[src/rtl/div_sched_if.sv]
// Request/grant and result bundle for the shared signed-magnitude divider.
interface div_sched_if;
  logic       req_a;
  logic       req_b;
  logic [2:0] num_a;
  logic [2:0] den_a;
  logic [2:0] num_b;
  logic [2:0] den_b;
  logic       gnt_a;
  logic       gnt_b;
  logic       busy;
  logic       owner;
  logic       done;
  logic [4:0] quotient;
  logic [4:0] remainder;
  logic       divbyzero;
  logic       zero;

  modport master (
    output req_a, req_b, num_a, den_a, num_b, den_b,
    input  gnt_a, gnt_b, busy, owner, done, quotient, remainder, divbyzero, zero
  );

  modport slave (
    input  req_a, req_b, num_a, den_a, num_b, den_b,
    output gnt_a, gnt_b, busy, owner, done, quotient, remainder, divbyzero, zero
  );
endinterface

[src/rtl/div_sched.sv]
// Two-requester arbiter in front of a repeated-subtraction divider on
// 2-bit signed-magnitude operands.
//
// state | meaning
// IDLE  | waiting for a request; winner chosen and operands latched on exit
// SUB   | one compare/subtract per cycle on the latched magnitudes
// DONE  | result registers loaded, done pulse visible, back to IDLE next
module div_sched #(
  parameter bit FAIR = 1'b1
) (
  input logic       clk,
  input logic       rst,
  div_sched_if.slave bus
);

  typedef enum logic [1:0] {
    IDLE = 2'd0,
    SUB  = 2'd1,
    DONE = 2'd2
  } state_t;

  state_t     state_q;
  state_t     state_d;
  logic       load;
  logic       step;
  logic       finish;
  logic       dbz;
  logic       pick_b;
  logic       prefer_b_q;
  logic [2:0] sel_num;
  logic [2:0] sel_den;

  logic [1:0] rem_q;
  logic [1:0] den_q;
  logic [1:0] quo_q;
  logic       num_sgn_q;
  logic       den_sgn_q;

  logic       gnt_a_q;
  logic       gnt_b_q;
  logic       busy_q;
  logic       owner_q;
  logic       done_q;
  logic [4:0] quo_out_q;
  logic [4:0] rem_out_q;
  logic       dbz_q;
  logic       zero_q;

  // On a tie, B only wins in fair mode when it was not served last.
  always_comb begin
    pick_b = bus.req_b & (~bus.req_a | ((FAIR != 1'b0) & prefer_b_q));
  end

  assign sel_num = pick_b ? bus.num_b : bus.num_a;
  assign sel_den = pick_b ? bus.den_b : bus.den_a;

  always_ff @(posedge clk or posedge rst) begin
    if (rst) begin
      state_q <= IDLE;
    end else begin
      state_q <= state_d;
    end
  end

  always_comb begin
    state_d = state_q;
    load    = 1'b0;
    step    = 1'b0;
    finish  = 1'b0;
    dbz     = 1'b0;
    case (state_q)
      IDLE: begin
        if (bus.req_a | bus.req_b) begin
          load    = 1'b1;
          state_d = SUB;
        end
      end
      SUB: begin
        if (den_q == 2'd0) begin
          dbz     = 1'b1;
          finish  = 1'b1;
          state_d = DONE;
        end else if (rem_q >= den_q) begin
          step = 1'b1;
        end else begin
          finish  = 1'b1;
          state_d = DONE;
        end
      end
      DONE: begin
        state_d = IDLE;
      end
      default: begin
        state_d = IDLE;
      end
    endcase
  end

  always_ff @(posedge clk or posedge rst) begin
    if (rst) begin
      rem_q      <= 2'd0;
      den_q      <= 2'd0;
      quo_q      <= 2'd0;
      num_sgn_q  <= 1'b0;
      den_sgn_q  <= 1'b0;
      prefer_b_q <= 1'b0;
      gnt_a_q    <= 1'b0;
      gnt_b_q    <= 1'b0;
      busy_q     <= 1'b0;
      owner_q    <= 1'b0;
      done_q     <= 1'b0;
      quo_out_q  <= 5'd0;
      rem_out_q  <= 5'd0;
      dbz_q      <= 1'b0;
      zero_q     <= 1'b0;
    end else begin
      gnt_a_q <= load & ~pick_b;
      gnt_b_q <= load & pick_b;
      done_q  <= finish;

      if (load) begin
        rem_q     <= sel_num[1:0];
        den_q     <= sel_den[1:0];
        quo_q     <= 2'd0;
        num_sgn_q <= sel_num[2];
        den_sgn_q <= sel_den[2];
        owner_q   <= pick_b;
        busy_q    <= 1'b1;
        if (FAIR != 1'b0) begin
          prefer_b_q <= ~pick_b;
        end
      end

      // rem >= den guarantees no underflow, and at most 3 steps fit in 2 bits.
      if (step) begin
        rem_q <= rem_q - den_q;
        quo_q <= quo_q + 2'd1;
      end

      if (finish) begin
        quo_out_q <= {num_sgn_q ^ den_sgn_q, 2'b00, (dbz ? 2'd0 : quo_q)};
        rem_out_q <= {num_sgn_q, 2'b00, (dbz ? 2'd0 : rem_q)};
        dbz_q     <= dbz;
        zero_q    <= dbz | (rem_q == 2'd0);
      end

      if (state_q == DONE) begin
        busy_q <= 1'b0;
      end
    end
  end

  assign bus.gnt_a     = gnt_a_q;
  assign bus.gnt_b     = gnt_b_q;
  assign bus.busy      = busy_q;
  assign bus.owner     = owner_q;
  assign bus.done      = done_q;
  assign bus.quotient  = quo_out_q;
  assign bus.remainder = rem_out_q;
  assign bus.divbyzero = dbz_q;
  assign bus.zero      = zero_q;

endmodule

[src/flat_wrapper.sv]
// flat-port wrapper written by rule: the top's interface ports become plain ports
module div_sched_flat 
#(
  parameter bit FAIR = 1'b1
)
  (clk, rst, bus_req_a, bus_req_b, bus_num_a, bus_den_a, bus_num_b, bus_den_b, bus_gnt_a, bus_gnt_b, bus_busy, bus_owner, bus_done, bus_quotient, bus_remainder, bus_divbyzero, bus_zero);
  div_sched_if bus_i ();
  input logic clk;
  input logic rst;
  input wire logic [$bits(bus_i.req_a)-1:0] bus_req_a;
  input wire logic [$bits(bus_i.req_b)-1:0] bus_req_b;
  input wire logic [$bits(bus_i.num_a)-1:0] bus_num_a;
  input wire logic [$bits(bus_i.den_a)-1:0] bus_den_a;
  input wire logic [$bits(bus_i.num_b)-1:0] bus_num_b;
  input wire logic [$bits(bus_i.den_b)-1:0] bus_den_b;
  output wire logic [$bits(bus_i.gnt_a)-1:0] bus_gnt_a;
  output wire logic [$bits(bus_i.gnt_b)-1:0] bus_gnt_b;
  output wire logic [$bits(bus_i.busy)-1:0] bus_busy;
  output wire logic [$bits(bus_i.owner)-1:0] bus_owner;
  output wire logic [$bits(bus_i.done)-1:0] bus_done;
  output wire logic [$bits(bus_i.quotient)-1:0] bus_quotient;
  output wire logic [$bits(bus_i.remainder)-1:0] bus_remainder;
  output wire logic [$bits(bus_i.divbyzero)-1:0] bus_divbyzero;
  output wire logic [$bits(bus_i.zero)-1:0] bus_zero;
  assign bus_i.req_a = bus_req_a;
  assign bus_i.req_b = bus_req_b;
  assign bus_i.num_a = bus_num_a;
  assign bus_i.den_a = bus_den_a;
  assign bus_i.num_b = bus_num_b;
  assign bus_i.den_b = bus_den_b;
  assign bus_gnt_a = bus_i.gnt_a;
  assign bus_gnt_b = bus_i.gnt_b;
  assign bus_busy = bus_i.busy;
  assign bus_owner = bus_i.owner;
  assign bus_done = bus_i.done;
  assign bus_quotient = bus_i.quotient;
  assign bus_remainder = bus_i.remainder;
  assign bus_divbyzero = bus_i.divbyzero;
  assign bus_zero = bus_i.zero;
  div_sched #(.FAIR(FAIR)) u_core (.clk(clk), .rst(rst), .bus(bus_i));
endmodule
[config.mk]
export PLATFORM = sky130hd
export DESIGN_NAME = div_sched_flat
export DESIGN_NICKNAME = d
export VERILOG_FILES = /design/src/rtl/div_sched_if.sv /design/src/rtl/div_sched.sv /design/src/flat_wrapper.sv
export SDC_FILE = /design/constraint.sdc
export NUM_CORES = 1
export LEC_CHECK = 0
export CORE_ASPECT_RATIO = 0.6
export CORE_MARGIN = 2
export CORE_UTILIZATION = 45
export DETAILED_ROUTE_END_ITERATION = 12
export GPL_TIMING_DRIVEN = 0
export PLACE_DENSITY = 0.88
export SYNTH_ARGS = -nofsm -noshare
export SYNTH_HDL_FRONTEND = slang
export SYNTH_SLANG_ARGS = --single-unit
export TNS_END_PERCENT = 5
[constraint.sdc]
create_clock -name clk -period 2.6 [get_ports clk]
set_clock_uncertainty 0.05 [all_clocks]
set_input_delay 0.52 -clock clk [delete_from_list [all_inputs] [get_ports clk]]
set_output_delay 0.52 -clock clk [all_outputs]
set_load 0.02 [all_outputs]
# Word level (Yosys, flattened, before mapping)
# Index checks and enable logic that the tools add are counted.
dict set report op_classes {
  eq_ne 4
  n_bitwise 9
  n_mux 24
  mul 0
  shift 0
  addsub 2
  order_cmp 1
  n_reduce_logical 6
  div 0
}
# operator count
set ops {}
lappend ops {{$mux 2} 9}
lappend ops {{$mux 1} 12}
lappend ops {{$logic_not 2->1} 3}
lappend ops {{$mux 3} 2}
lappend ops {{$pmux 2 s2} 1}
lappend ops {{$reduce_bool 2->1} 2}
lappend ops {{$and 1x1->1} 3}
lappend ops {{$ne 3x2->1 const B} 1}
lappend ops {{$or 1x1->1} 3}
lappend ops {{$add 2x1->2 const B} 1}
lappend ops {{$eq 2x1->1 const B} 1}
lappend ops {{$eq 2x2->1 const B} 1}
lappend ops {{$ge 2x2->1} 1}
lappend ops {{$ne 2x1->1 const B} 1}
lappend ops {{$not 1->1} 2}
lappend ops {{$reduce_and 2->1} 1}
lappend ops {{$sub 2x2->2} 1}
lappend ops {{$xor 1x1->1} 1}
dict set report totals {
  regBits 24
  in_bits 16
  output_inout_bits 17
  latch_bits 0
  memories 0
  mem_bits_ro 0
  word_cells 62
  ram_bits 0
}

# Depth between registers and ports, before layout
dict set report depth {
  depth_word 6
  ltp_mapped 9
  ltp_nobuf 8
}

# Worst setup path before layout
# OpenSTA, ideal clock, no wires.
dict set report synth_timing {
  path_kind {reg-to-reg}
  start {register u_core.rem_q[0]}
  end {register u_core.quo_q[1]}
  synth_period_minus_slack_ps 1886
  setup_time_ps 126
  stages_incl_launch_ff 9
  n_path_buf 0
  arrival_ps 1710
  t_required_ps 2424
  path_slack_ps 714
  path_cell_list {dfrtp_1 inv_1 ha_1 inv_1 fa_1 a21o_2 nand3_4 nor3b_2 a311o_1}
}
dict set report synth_between {
  elab_chain_len 5
  word_cells_on_any_way 6
  cone_classes {1 x order compare; 4 x mux; 1 x reduce/logical}
}
# element line
set synth_rtl {}
lappend synth_rtl {{from (decl)} div_sched.sv:33} ;# logic [1:0] rem_q;
lappend synth_rtl {{from (signal assigned)} div_sched.sv:122} ;# rem_q <= sel_num[1:0];
lappend synth_rtl {{from (signal assigned)} div_sched.sv:136} ;# rem_q <= rem_q - den_q;
lappend synth_rtl {{$ge 2x2->1 (*)} div_sched.sv:83} ;# end else if (rem_q >= den_q) begin
lappend synth_rtl {{$mux 1 (*)} div_sched.sv:83}
lappend synth_rtl {{$mux 1 (*)} div_sched.sv:79} ;# if (den_q == 2'd0) begin
lappend synth_rtl {{$mux 1 (*)} div_sched.sv:71} ;# case (state_q)
lappend synth_rtl {{$mux 2 or $reduce_bool 2->1 (tied branches)} n/a}
lappend synth_rtl {{to (signal assigned)} div_sched.sv:137} ;# quo_q <= quo_q + 2'd1;
lappend synth_rtl {{to (decl)} div_sched.sv:35} ;# logic [1:0] quo_q;
# Every way passes the cells marked *; elsewhere a longest branch is shown, timed or not.
# A chain may end at the register's enable or synchronous reset.

# Worst setup path in the final report
# Same ends and word-level chain as after synthesis.

==> metrics <==
PortBufs=28; post-cts hold buffer count=0; share of post-route cells with drive strength above 1=0.1314; Die Wd=67.68 um; minimum clock period=2.007 ns; ys async rst share=1.000; Post-Syn Area=1095 sq um; CORE AREA=2228 sq um; Yosys Warn Count=0; setup repair bufs after CTS=0; Site Rows=13; share of the synthesized area in the top cell type=0.5486; type of element capturing the critical path=flip-flop; post-DP HPWL=1679 um; largest net degree at the start of global routing=25; Tcrit/Tclk final=0.7719; Crit Path Class=reg -> reg; worst hold path type=reg -> reg; sequential area share after synthesis=0.5486; die area=2856 sq um; Pre-Repair DR Iteration Count=4; overall power=1787 uW; # DRC=0; Syn Area/Cell=10.73 sq um; WL/cell=12.85 um; Leak=0.0007115 uW; RSZ-0062 raised after global routing=no; Max Slew Vio Count=0; Layout Nets=157; count leader, synth=dfrtp_1; PwrDens=1208 nW/um^2; Post-Syn Instances=102; Fill cells=163; count of different cell masters after synthesis=32; first-pass GRT wire length=3746 um; Synth Area in XOR/XNOR=0.008000; Top FF cell, synth=dfrtp_1; Max FO, Critical Path=9; clk sinks=24; via density per instance=4.904; I/O pins=33; total routed wirelength=2146 um; post-synthesis simple-gate area fraction=0.1429; Die Span Y=42.21 um; clock slew at reported path FFs=0.08 ns; Final Wtd Congestion=0.7472; Routed Antenna Nets=0; top post-synthesis cells by area=dfrtp_1 55%, nand2_1 4.1%, inv_1 3.8%; Synth Area in Compound Gates=0.1520; Post-Synth Adder-Cell Area=0.04114; Seq cells post-synth=24; CTS tree=yes; Data required, critical path=2.70 ns; Initial Utilization=0.4913; Area growth, synth to finish=35.09%; mux contribution to synthesized area=0.01029; initial antenna violation count=0; GR Util All Layers=0.1762; post-synthesis cell type with the largest combined area=dfrtp_1; # H-tree levels=1; slew margin rel.=0.4100; Root Driver=clkbuf_8; CTS buffer count=3; fmax=498.3 MHz; grt total ovfl=0; post-CTS sizing=0; Finish-stage setup viols=0; Startpoint Class=flip-flop; worst ir drop on vdd=0.5165 mV; status=finished, final reports clean; Vias=819; synth cell count leaders=24 x dfrtp_1, 12 x nand2_1, 11 x inv_1; largest family of logic cells by synthesized area=compound AO/OA/AOI/OAI gates; EDFF count, synth=0; actual slew at the worst max-slew pin=0.8840 ns; diode count=0; DR iter-0 viols=19; Hold Vio Cnt, Final=0; vias in the first global route=810; maximum clock path buffer count=2; Arrival @ worst endpoint=2.11 ns; Setup TNS Final=0 ns; Clk Latency, worst-skew pair=0.26 ns; max_cap viols=0
[cells in the final DEF, fill, tap and decap left out, drive strengths merged, types with 2 or more instances in the layout]
cell / count
clkdlybuf4s50: 28
dfrtp: 24
nand2: 12
inv: 11
o21ai: 9
buf: 9
nand3: 5
nor2: 4
a222oi: 4
conb: 4
clkbuf: 4
a21o: 3
and3: 2
a22oi: 2
ha: 2
nor3b: 2
[per-layer routing]
metal	up-vias	share of wire	GRT usage	routed length, um
li1	410	-	-	-
met1	373	0.47	0.2453	1008
met2	33	0.44	0.2667	946
met3	3	0.083	0.06452	179
met4	0	0.0056	0.02857	12
met5	-	0	0	0
[stage by stage]
step / utilization / setup slack (ns) / cells / instance area (sq um) / hold WS, ns
final: 0.6637 / 0.5932 / 167 / 1479 / 0.4381
after global routing: 0.6637 / 0.4947 / 167 / 1479 / 0.4893
after CTS: 0.6637 / 0.5796 / 167 / 1479 / 0.4461
after detailed placement: 0.6390 / 0.5886 / 163 / 1424 / 0.4278
after global placement: 0.6390 / 0.6447 / 163 / 1424 / 0.4114
after floorplan: - / 0.7136 / 105 / 1106 / 0.4127
[worst max-delay path, stage by stage (launching register included)]
cell     delay (ns)
dfrtp_1        0.41
inv_1          0.09
ha_1           0.14
inv_1          0.05
fa_1           0.43
a21o_2         0.22
nand3_4        0.13
nor3b_2        0.06
a311o_1        0.31
[cell type report]
cell class / count / area (sq um) / share of cell area
multi-input cells: 61 / 402.9 / 0.2724
well taps: 30 / 37.54 / 0.02538
inverters: 11 / 41.29 / 0.02792
plain buffers: 9 / 61.31 / 0.04146
flip-flops and latches: 24 / 600.6 / 0.4061
repair buffers: 28 / 280.3 / 0.1895
clock buffers: 4 / 55.05 / 0.03723
[report_power, final]
| part | switching, uW | internal, uW | leakage (uW) |
|---|---|---|---|
| registers | 115 | 536 | 0.000302 |
| clock network | 110 | 135 | 0.0000288 |
| logic | 479 | 412 | 0.000381 |
| total | 704 | 1080 | 0.000711 |
[state kept, by name, indices dropped and copies added, names as in the netlist, 2 cells and up]
signal	cells
u_core.quo_q	2
u_core.rem_q	2
u_core.state_q	2
u_core.den_q	2
u_core.bus.remainder	3
u_core.bus.quotient	3
[final timing paths]
check | from | to | slack (ns) | cells past startpoint
max in group asynchronous | rst | u_core.quo_q[1]$_DFFE_PP0P_ | 1.26 | 2
worst min-delay path | u_core.bus.quotient[1]$_DFFE_PP0P_ | u_core.bus.quotient[1]$_DFFE_PP0P_ | 0.44 | 2
worst min register to register | u_core.bus.quotient[1]$_DFFE_PP0P_ | u_core.bus.quotient[1]$_DFFE_PP0P_ | 0.44 | 2
worst max-delay path | u_core.rem_q[0]$_DFFE_PP0P_ | u_core.quo_q[1]$_DFFE_PP0P_ | 0.59 | 8
worst max register to register | u_core.rem_q[0]$_DFFE_PP0P_ | u_core.quo_q[1]$_DFFE_PP0P_ | 0.59 | 8
min in group asynchronous | rst | u_core.bus.done$_DFF_PP0_ | 0.70 | 2
[kinds of logic after synthesis]
group | Yosys count
fa+ha+maj | 3
mux | 1
other cells | 1
compound gates | 23
buf+inv | 20
simple gates | 29
xor+xnor | 1
flops | 24
Power figures use the tool's default switching activity.
==> patch, RTL diff (same settings) <==
`FAIR` is set to 1'b1 in 2 places; all go to 1'b0.
--- a/src/rtl/div_sched.sv
+++ b/src/rtl/div_sched.sv
@@ -6,7 +6,7 @@
 // SUB   | one compare/subtract per cycle on the latched magnitudes
 // DONE  | result registers loaded, done pulse visible, back to IDLE next
 module div_sched #(
-  parameter bit FAIR = 1'b1
+  parameter bit FAIR = 1'b0
 ) (
   input logic       clk,
   input logic       rst,
--- a/src/flat_wrapper.sv
+++ b/src/flat_wrapper.sv
@@ -1,7 +1,7 @@
 // flat-port wrapper written by rule: the top's interface ports become plain ports
 module div_sched_flat 
 #(
-  parameter bit FAIR = 1'b1
+  parameter bit FAIR = 1'b0
 )
   (clk, rst, bus_req_a, bus_req_b, bus_num_a, bus_den_a, bus_num_b, bus_den_b, bus_gnt_a, bus_gnt_b, bus_busy, bus_owner, bus_done, bus_quotient, bus_remainder, bus_divbyzero, bus_zero);
   div_sched_if bus_i ();
Formal check against the unedited RTL: not equivalent (Yosys sat finds a counterexample within 10 cycles, from zero or initial values and one cycle with rst high).
==> patch against the original RTL <==
Area after synthesis is 5.0% higher. Sequential cell count is 1 lower. Total power is 3.5% higher. Sequential share of layout area is 3.0 points lower. Highest routed layer unchanged. Routed wire length is 18% higher. Combinational power is 11% higher. Final area is 3.5% higher. Worst setup slack worse by 170 ps.
==> patch: results (changes against the original RTL) <==
* CTS Root Cell: clkbuf_8 (unchanged)
* Multi-input gate area at 487 sq um (was 403 sq um)
* Filler cells at 198 (was 163)
* Commonest cells in the netlist: dfrtp_1 (23), inv_1 (11), o21ai_0 (8) (was dfrtp_1 (24), nand2_1 (12), inv_1 (11))
* Largest net degree at the start of global routing at 24 (was 25)
* Synth Area in Compound Gates at 18.6% (was 15.2%)
* Iter 0 DRT Violations at 25 (was 19)
* Ratio of cells with drive above 1 in the final layout at 13.4% (was 13.1%)
* Post-Synth Adder-Cell Area at 3.92% (was 4.11%)
* Vias in the first global route at 924 (was 810)
* Distinct cells, synth at 36 (was 32)
* Worst VDD drop at 0.641 mV (was 0.516 mV)
* Relative slew slack at 42.7% (was 41.0%)
* Hpwl dp at 1920 microns (was 1680 microns)
* Final #Nets at 162 (was 157)
* Status: finished clean (unchanged)
* Top cell family by delay on the critical path: adder cells (unchanged)
* Post-synthesis xor/xnor area fraction at 0.762% (was 0.800%)
* Leak at 0.656 nW (was 0.711 nW)
* YS warnings at 0 (unchanged)
* Mux share of post-synthesis cell area at 4.79% (was 1.03%)
* Worst Path Arrival at 2290 ps (was 2110 ps)
* DRT Wirelength at 2530 microns (was 2150 microns)
* Tot GR Track Use at 18.7% (was 17.6%)
* Placer Congestion at 0.806 (was 0.747)
* Sequential element share of the synthesized area at 50.1% (was 54.9%)
* Pre-CTS WS at 448 ps (was 589 ps)
* Antenna violations before repair at 0 (unchanged)
* Synth area leaders: dfrtp_1 (50%), buf_4 (4.6%), mux2_4 (3.9%) (was dfrtp_1 (55%), nand2_1 (4.1%), inv_1 (3.8%))
* Global-route wire length before repair at 4230 microns (was 3750 microns)
* Average vias per placed instance at 5.31 (was 4.90)
* CP max stage cell: fa_1 (unchanged)
patch: cell types whose count changed in the layout (fill, tap and decap cells not counted), moves of 4 or more:
cell / delta
a222oi_1: -4
nand2_1: -9
nand4_1: +4
nor2b_1: +4
patch: final timing paths:
| kind | cells past startpoint | start | to | slack, ps |
|---|---|---|---|---|
| max | 7 | u_core.rem_q[0]$_DFFE_PP0P_ | u_core.bus.quotient[4]$_DFFE_PP0P_ | 420 |
| min | 1 | u_core.quo_q[0]$_DFFE_PP0P_ | u_core.quo_q[0]$_DFFE_PP0P_ | 470 |
| max reg2reg | 7 | u_core.rem_q[0]$_DFFE_PP0P_ | u_core.bus.quotient[4]$_DFFE_PP0P_ | 420 |
| min reg2reg | 1 | u_core.quo_q[0]$_DFFE_PP0P_ | u_core.quo_q[0]$_DFFE_PP0P_ | 470 |
| max in group asynchronous | 2 | rst | u_core.bus.done$_DFF_PP0_ | 1300 |
| min in group asynchronous | 2 | rst | u_core.bus.quotient[4]$_DFFE_PP0P_ | 670 |
patch: stage by stage:
step	total power [mW]	instances
final	1.85	174
after global routing	1.98	174
after CTS	1.85	174
after detailed placement	1.61	170
after global placement	1.57	170
after floorplan	1.28	110
patch: kinds of logic (layout without fill, tap and decap cells):
family                     Yosys count  after routing
AOI/OAI and AO/OA                   30             30
xor gates and xnor gates             1              1
adders and majority gates            3              3
buffers and inverters               19             51
DFF                                 23             23
muxes                                4              4
other                                1              4
and+or+nand+nor                     26             26
patch: area by class of cell:
cell class                 count  share of cell area, %
inverter                      11                   2.70
buffer                         8                   3.76
timing repair buffer          28                   18.3
sequential                    23                   37.6
multi-input combinational     68                   31.8
clock buffer                   3                   2.70
clock inverter                 1                  0.491
tap                           32                   2.62
patch: metal layers:
layer	share of wire [%]	track usage (%)	vias up
li1	-	-	439
met1	48	25.0	446
met2	44	28.5	33
met3	5.5	4.75	6
met4	2.4	9.41	0
met5	0	0	-
patch: worst register-to-register path, stage by stage (launching register included):
cell,delay (ps)
dfrtp_1,420
inv_1,70
ha_1,130
inv_1,50
fa_1,440
a21o_1,250
a21oi_4,320
mux2_4,340
patch: power breakdown:
part | leakage [nW] | switching [mW] | internal [mW] | total (mW)
combinational | 0.345 | 0.528 | 0.457 | 0.985
clock | 0.0217 | 0.123 | 0.109 | 0.231
sequential | 0.289 | 0.125 | 0.508 | 0.633
